File: config.mk
export PLATFORM = sky130hd
export DESIGN_NAME = i2c_byte_ctrl
export DESIGN_NICKNAME = d
export VERILOG_FILES = /design/src/rtl/i2c_pkg.sv /design/src/rtl/i2c_quarter_tick.sv /design/src/rtl/i2c_byte_ctrl.sv
export SDC_FILE = /design/constraint.sdc
export NUM_CORES = 1
export LEC_CHECK = 0
export CORE_UTILIZATION = 30
export DETAILED_ROUTE_END_ITERATION = 12
export GPL_TIMING_DRIVEN = 0
export SYNTH_ARGS = -nofsm -noshare
export SYNTH_HDL_FRONTEND = slang
export SYNTH_SLANG_ARGS = --single-unit
File: constraint.sdc
create_clock -name PCLK -period 2.6 [get_ports PCLK]
set_input_delay 0.52 -clock PCLK [delete_from_list [all_inputs] [get_ports PCLK]]
set_output_delay 0.52 -clock PCLK [all_outputs]
set_load 0.02 [all_outputs]
File: src/rtl/i2c_pkg.sv
// Shared definitions for the I2C single-byte master: state encoding (doubles as
// the status state code) and the bit positions of the status and command registers.
package i2c_pkg;

  typedef enum logic [2:0] {
    S_IDLE     = 3'd0,
    S_START    = 3'd1,
    S_ADDR     = 3'd2,
    S_ADDR_ACK = 3'd3,
    S_DATA_WR  = 3'd4,
    S_DATA_RD  = 3'd5,
    S_DATA_ACK = 3'd6,
    S_STOP     = 3'd7
  } state_t;

  localparam int STAT_BUSY     = 7;
  localparam int STAT_RX_EMPTY = 6;
  localparam int STAT_ACK_ERR  = 5;
  localparam int STAT_DONE     = 4;

  localparam int CMD_GO    = 0;
  localparam int CMD_ABORT = 1;

endpackage

File: src/rtl/i2c_quarter_tick.sv
// Quarter-bit timebase: emits a one-cycle tick every load_value+1 enabled cycles,
// reloaded from load_value on restart.
module i2c_quarter_tick (
  input  logic       clk,
  input  logic       rst_n,
  input  logic [7:0] load_value,
  input  logic       enable,
  input  logic       restart,
  output logic       tick
);

  logic [7:0] count;

  assign tick = enable && (count == 8'd0);

  always_ff @(posedge clk or negedge rst_n) begin
    if (!rst_n) begin
      count <= 8'd0;
    end else if (restart) begin
      count <= load_value;
    end else if (enable) begin
      count <= (count == 8'd0) ? load_value : count - 8'd1;
    end
  end

endmodule

File: src/rtl/i2c_byte_ctrl.sv
// Single-byte I2C master: START, 7-bit address + R/W, one data byte (write, or
// read with master NACK), STOP. Each bus bit spans four prescaled quarters.
module i2c_byte_ctrl
  import i2c_pkg::*;
(
  input  logic       PCLK,
  input  logic       PRESETn,
  input  logic [7:0] prescale_reg,
  input  logic [7:0] address_reg,
  input  logic [7:0] command_reg,
  input  logic [7:0] transmit_reg,
  input  logic       sda_i,
  output logic       scl_o,
  output logic       sda_o,
  output logic [7:0] receive_reg,
  output logic [7:0] status_reg
);

  state_t     state, state_next;
  logic [1:0] quarter;
  logic [2:0] bit_cnt;
  logic [7:0] prescale_lat, address_lat, transmit_lat, rx_shift;
  logic       go_prev, ack_bit, done, ack_err, rx_empty;
  logic       go_edge, abort_req, start_xfer, running, tick, sample, bit_end;
  logic       unused_cmd;

  assign go_edge    = command_reg[CMD_GO] & ~go_prev;
  assign abort_req  = command_reg[CMD_ABORT];
  assign start_xfer = go_edge && !abort_req && (state == S_IDLE);
  assign running    = (state != S_IDLE) && !abort_req;
  assign sample     = tick && (quarter == 2'd2);
  assign bit_end    = tick && (quarter == 2'd3);
  assign unused_cmd = &{1'b0, command_reg[7:2]};

  // The live prescale value seeds the first quarter; the latched copy times the rest.
  i2c_quarter_tick u_quarter_tick (
    .clk        (PCLK),
    .rst_n      (PRESETn),
    .load_value (start_xfer ? prescale_reg : prescale_lat),
    .enable     (state != S_IDLE),
    .restart    (start_xfer),
    .tick       (tick)
  );

  always_ff @(posedge PCLK or negedge PRESETn) begin
    if (!PRESETn) state <= S_IDLE;
    else          state <= state_next;
  end

  always_comb begin
    state_next = state;
    scl_o      = 1'b1;
    sda_o      = 1'b1;
    if (state == S_IDLE) begin
      if (start_xfer) state_next = S_START;
    end else if (abort_req) begin
      state_next = S_IDLE;
    end else if (bit_end) begin
      case (state)
        S_START:             state_next = S_ADDR;
        S_ADDR:              if (bit_cnt == 3'd7) state_next = S_ADDR_ACK;
        S_ADDR_ACK:          state_next = ack_bit ? S_STOP :
                                          (address_lat[0] ? S_DATA_RD : S_DATA_WR);
        S_DATA_WR, S_DATA_RD: if (bit_cnt == 3'd7) state_next = S_DATA_ACK;
        S_DATA_ACK:          state_next = S_STOP;
        S_STOP:              state_next = S_IDLE;
        default:             state_next = S_IDLE;
      endcase
    end

    // Bus waveform; data bits index MSB first via the inverted bit counter.
    case (state)
      S_START: begin
        scl_o = (quarter != 2'd3);
        sda_o = ~quarter[1];
      end
      S_ADDR: begin
        scl_o = quarter[1];
        sda_o = address_lat[~bit_cnt];
      end
      S_DATA_WR: begin
        scl_o = quarter[1];
        sda_o = transmit_lat[~bit_cnt];
      end
      S_ADDR_ACK, S_DATA_RD, S_DATA_ACK: begin
        scl_o = quarter[1];
        sda_o = 1'b1;
      end
      S_STOP: begin
        scl_o = (quarter != 2'd0);
        sda_o = quarter[1];
      end
      default: begin
        scl_o = 1'b1;
        sda_o = 1'b1;
      end
    endcase
  end

  always_ff @(posedge PCLK or negedge PRESETn) begin
    if (!PRESETn) begin
      go_prev      <= 1'b0;
      prescale_lat <= 8'd0;
      address_lat  <= 8'd0;
      transmit_lat <= 8'd0;
      quarter      <= 2'd0;
      bit_cnt      <= 3'd0;
      ack_bit      <= 1'b0;
      rx_shift     <= 8'd0;
      receive_reg  <= 8'd0;
      done         <= 1'b0;
      ack_err      <= 1'b0;
      rx_empty     <= 1'b1;
    end else begin
      go_prev <= command_reg[CMD_GO];
      if (start_xfer) begin
        prescale_lat <= prescale_reg;
        address_lat  <= address_reg;
        transmit_lat <= transmit_reg;
        quarter      <= 2'd0;
        bit_cnt      <= 3'd0;
        done         <= 1'b0;
        ack_err      <= 1'b0;
        if (address_reg[0]) rx_empty <= 1'b1;
      end else if (running) begin
        if (tick) quarter <= quarter + 2'd1;
        if (sample) begin
          ack_bit <= sda_i;
          if (state == S_DATA_RD) rx_shift <= {rx_shift[6:0], sda_i};
        end
        if (bit_end) begin
          if (state == S_ADDR || state == S_DATA_WR || state == S_DATA_RD)
            bit_cnt <= bit_cnt + 3'd1;
          if (state == S_ADDR_ACK && ack_bit) ack_err <= 1'b1;
          if (state == S_DATA_ACK && !address_lat[0] && ack_bit) ack_err <= 1'b1;
          if (state == S_DATA_RD && bit_cnt == 3'd7) begin
            receive_reg <= rx_shift;
            rx_empty    <= 1'b0;
          end
          if (state == S_STOP) done <= 1'b1;
        end
      end
    end
  end

  always_comb begin
    status_reg                = 8'd0;
    status_reg[STAT_BUSY]     = (state != S_IDLE);
    status_reg[STAT_RX_EMPTY] = rx_empty;
    status_reg[STAT_ACK_ERR]  = ack_err;
    status_reg[STAT_DONE]     = done;
    status_reg[3:0]           = {1'b0, state};
  end

endmodule

==> flow_metrics.env, run 1 <==
export IMPL_syn2layout_area_growth_pct=27.8
export IMPL_timing_final_max_slew_violations=0
export IMPL_cts_sinks=61
export IMPL_insertion_delay_ns=0.34
export IMPL_setup_repair_after_global_routing_missed_its_margin="true"
export IMPL_mappedNetlistArea_um2=3100
export IMPL_tritoncts="yes"
export IMPL_cts_reportedPaths_clkPinSlew_ns=0.07
export IMPL_max_freq_ghz=0.396
export IMPL_placed_cells=443
export IMPL_place_detailed_hpwl_um=4630
export IMPL_yosys_most_used_dff="sky130_fd_sc_hd__dfrtp_1"
export IMPL_die_area_um2=10700
export IMPL_cp_max_fo=10
export IMPL_die_y_um=104
export IMPL_synth_lib_cells_used_distinct=49
export IMPL_antennaDiodeCount=0
export IMPL_crit_required_ns=2.08
export IMPL_grt_max_degree=62
export IMPL_filler_cell_count=985
export IMPL_critical_path_max_stage_delay_ns=0.35
export IMPL_worst_clock_skew_ns=0.00946
export IMPL_std_cell_rows=36
export IMPL_h_tree_depth=3
export IMPL_ctsHoldBuffers=0
export IMPL_syn_avg_cell_area_um2=11.7
export IMPL_port_buffer_count=45
export IMPL_antenna_left=0
export IMPL_timing_critical_path_slowest_stage_cell="sky130_fd_sc_hd__dfrtp_1"
export IMPL_hold_path_class="input port to asynchronous set/reset pin"
export IMPL_timing_critical_path_cells="buf_4, inv_1, ha_1, a31oi_1, o21ai_0, a221o_1, dlygate4sd2_1"
export IMPL_horizontal_die_dimension_um=104
export IMPL_clockRootBuffer="sky130_fd_sc_hd__clkbuf_8"
export IMPL_detail_route_vias_per_cell=4.80
export IMPL_final_hold_vio_count=0
export IMPL_peak_ir_drop_on_the_vdd_network_mv=0.363
export IMPL_grt_first_pass_wirelength_um=11000
export IMPL_cts_buffers=9
export IMPL_place_gp_congestion=0.827
export IMPL_initialDrtViolationCount=82
export IMPL_route_final_wire_length_um=6390
export IMPL_post_route_total_power_uw=3800
export IMPL_grt_total_usage_pct=13.0
export IMPL_critical_path_startpoint_type="register"
export IMPL_syn_nets=309
export IMPL_clock_tree_buffer_depth=2
export IMPL_ys_seq_area_share_pct=49.3
export IMPL_max_slew_margin_pct=50.1
export IMPL_yosys_warnings=0
export IMPL_overflow=0
export IMPL_ys_seq_elements=61
export IMPL_cellPowerDensity_nw_per_um2=960
export IMPL_core_region_area_um2=9910
export IMPL_worst_setup_path_end_kind="primary output"
export IMPL_layout_cells_non_filler=461
export IMPL_grt_pass1_vias=2178
export IMPL_drv_max_cap_violation_count=0
export IMPL_detail_route_first_pass_iterations=5
export IMPL_antenna_found_initial=0
export IMPL_initial_utilization_pct=31.3
export IMPL_ios=53
export IMPL_total_leakage_power_uw=0.00172
export IMPL_route_vias_total=2215
export IMPL_crit_arrival_ns=2.01
export IMPL_syn_inst=265
export IMPL_path_class="register to primary output"
export IMPL_async_flop_share_pct=100
export IMPL_outcome="completed"
export IMPL_final_layout_size_suffix_gt1_share_pct=28.0
export IMPL_fin_crit_ns=2.53
export IMPL_period_share_pct=97.2
export IMPL_max_slew_worst_pin_slew_ns=0.749
export IMPL_drcViolationCount=0
export IMPL_synth_edf_count=0
export IMPL_nets=367
export IMPL_wire_per_inst_um=13.9
export IMPL_timing_final_setup_violations=0
-- cell usage after synthesis, types with 2 or more instances --
cell / n / area share [%]
sky130_fd_sc_hd__a21oi_1: 9 / 1.5
sky130_fd_sc_hd__a221o_1: 4 / 1.3
sky130_fd_sc_hd__a2bb2oi_1: 2 / 0.57
sky130_fd_sc_hd__a31oi_1: 4 / 0.81
sky130_fd_sc_hd__buf_2: 3 / 0.48
sky130_fd_sc_hd__buf_4: 7 / 1.7
sky130_fd_sc_hd__buf_6: 2 / 0.73
sky130_fd_sc_hd__clkbuf_1: 5 / 0.61
sky130_fd_sc_hd__dfrtp_1: 60 / 48
sky130_fd_sc_hd__ha_1: 9 / 3.6
sky130_fd_sc_hd__inv_1: 8 / 0.97
sky130_fd_sc_hd__mux2_2: 41 / 15
sky130_fd_sc_hd__mux2i_1: 4 / 1.3
sky130_fd_sc_hd__mux4_2: 4 / 2.9
sky130_fd_sc_hd__nand2_1: 11 / 1.3
sky130_fd_sc_hd__nand2b_1: 4 / 0.81
sky130_fd_sc_hd__nand3_1: 4 / 0.65
sky130_fd_sc_hd__nor2_1: 22 / 2.7
sky130_fd_sc_hd__nor2_2: 2 / 0.40
sky130_fd_sc_hd__nor2b_1: 2 / 0.40
sky130_fd_sc_hd__nor3_1: 7 / 1.1
sky130_fd_sc_hd__nor4_1: 3 / 0.61
sky130_fd_sc_hd__nor4b_1: 2 / 0.57
sky130_fd_sc_hd__o21ai_0: 12 / 1.9
sky130_fd_sc_hd__o22ai_1: 4 / 0.81
sky130_fd_sc_hd__o31ai_1: 5 / 1.2
sky130_fd_sc_hd__or2_2: 2 / 0.40
sky130_fd_sc_hd__or3_1: 2 / 0.40
-- layout by cell type, fill, tap and decap left out, types with 2 or more instances in the layout --
| cell | synthesis | layout |
|---|---|---|
| sky130_fd_sc_hd__buf_2 | 3 | 3 |
| sky130_fd_sc_hd__o22ai_1 | 4 | 4 |
| sky130_fd_sc_hd__buf_4 | 7 | 12 |
| sky130_fd_sc_hd__or2_2 | 2 | 2 |
| sky130_fd_sc_hd__nor4b_1 | 2 | 2 |
| sky130_fd_sc_hd__o21ai_0 | 12 | 12 |
| sky130_fd_sc_hd__nor3_1 | 7 | 7 |
| sky130_fd_sc_hd__dfrtp_2 | 0 | 2 |
| sky130_fd_sc_hd__dfrtp_1 | 60 | 58 |
| sky130_fd_sc_hd__a31oi_1 | 4 | 4 |
| sky130_fd_sc_hd__clkdlybuf4s50_1 | 0 | 42 |
| sky130_fd_sc_hd__mux2i_1 | 4 | 4 |
| sky130_fd_sc_hd__nand2b_1 | 4 | 4 |
| sky130_fd_sc_hd__mux4_2 | 4 | 4 |
| sky130_fd_sc_hd__nand2_1 | 11 | 11 |
| sky130_fd_sc_hd__a2bb2oi_1 | 2 | 2 |
| sky130_fd_sc_hd__bufinv_16 | 0 | 2 |
| sky130_fd_sc_hd__nor2_1 | 22 | 22 |
| sky130_fd_sc_hd__ha_1 | 9 | 8 |
| sky130_fd_sc_hd__clkinv_2 | 0 | 3 |
| sky130_fd_sc_hd__nor2_2 | 2 | 2 |
| sky130_fd_sc_hd__clkbuf_8 | 0 | 10 |
| sky130_fd_sc_hd__a21oi_1 | 9 | 9 |
| sky130_fd_sc_hd__or3_1 | 2 | 2 |
| sky130_fd_sc_hd__a221o_1 | 4 | 4 |
| sky130_fd_sc_hd__inv_1 | 8 | 8 |
| sky130_fd_sc_hd__mux2_2 | 41 | 41 |
| sky130_fd_sc_hd__nor4_1 | 3 | 3 |
| sky130_fd_sc_hd__nor2b_1 | 2 | 2 |
| sky130_fd_sc_hd__clkbuf_1 | 5 | 4 |
| sky130_fd_sc_hd__o31ai_1 | 5 | 5 |
| sky130_fd_sc_hd__buf_6 | 2 | 2 |
| sky130_fd_sc_hd__nand3_1 | 4 | 4 |
-- metal layers --
metal	track usage [%]	vias up	routed length (µm)
li1	-	1078	-
met1	17.0	1085	3030
met2	20.1	43	3010
met3	3.46	9	252
met4	5.51	0	95
met5	0	-	0
-- final timing paths --
path,startpoint,to,slack [ns],cells after the start
setup / recovery,state[2]$_DFFE_PN0P_,scl_o,0.07,7
hold / removal,PRESETn,receive_reg[7]$_DFFE_PN0P_,0.25,1
setup reg to reg,state[0]$_DFFE_PN0P_,u_quarter_tick.count[7]$_DFFE_PN0P_,0.41,7
hold reg to reg,prescale_lat[7]$_DFF_PN0_,prescale_lat[7]$_DFF_PN0_,0.50,1
max in group asynchronous,PRESETn,bit_cnt[1]$_DFFE_PN0P_,1.80,1
min in group PCLK,prescale_lat[7]$_DFF_PN0_,prescale_lat[7]$_DFF_PN0_,0.50,1
-- kinds of logic after synthesis --
kind of cell | after synthesis | share of synthesized area [%]
and+or+nand+nor | 69 | 12.3
DFF | 61 | 49.3
AOI/OAI and AO/OA | 50 | 10.8
muxes | 49 | 19.1
buffers and inverters | 25 | 4.48
adders and majority gates | 9 | 3.63
other | 1 | 0.121
xor gates and xnor gates | 1 | 0.283
-- timing repair --
| item | in CTS | in global routing |
|---|---|---|
| buffers inserted | 3 | 0 |
| setup endpoints to repair | 2 | 2 |
| pin swaps | 1 | 0 |
| gates resized for setup | 11 | 3 |
-- worst max-delay path: cells and delay by family, from the launching register on --
| kind | cells | cell delay (ns) |
|---|---|---|
| fa+ha+maj | 1 | 0.22 |
| compound gates | 3 | 0.49 |
| buf+inv | 3 | 0.61 |
| flops | 1 | 0.35 |
-- report_power, final --
| group | total, µW | leakage, µW | switching, µW | internal, µW |
|---|---|---|---|---|
| registers | 1380 | 0.000776 | 155 | 1230 |
| clock network | 923 | 0.000113 | 362 | 561 |
| logic | 1490 | 0.000833 | 787 | 708 |
| total | 3800 | 0.00172 | 1300 | 2500 |
-- metrics by stage --
step           utilization, %  setup slack (ns)  hold WS [ns]  cell area (µm²)  setup TNS, ns
6_report                 40.0            0.0719         0.252             3960              0
3_5_place_dp             37.5            -0.374         0.493             3710          -1.34
3_3_place_gp             37.5             -1.05         0.485             3720         -64.09
5_1_grt                  40.0           -0.0744         0.305             3960        -0.0790
2_1_floorplan               -             0.310         0.224             3100              0
4_1_cts                  39.9            0.0264         0.287             3950              0
-- layout make-up --
class	instances	area (µm²)	area share, %
buffer	16	111	2.81
clock inverter	5	75.1	1.90
clock buffer	11	141	3.57
tap	133	166	4.20
timing repair buffer	48	464	11.7
sequential	61	1530	38.6
inverter	8	30.0	0.758
multi-input combinational	179	1440	36.4
No activity file was read; power rests on OpenSTA's default activity.
==> run 2: changes to the inputs <==
CAP_MARGIN = 20   (was default)
==> results of run 2 <==
The final DEF is identical to that of run 1; final timing and power are the same.
==> run 3: changes to the inputs <==
SLEW_MARGIN = 5   (was default)
==> results of run 3 <==
The final DEF is identical to that of run 1; final timing and power are the same.
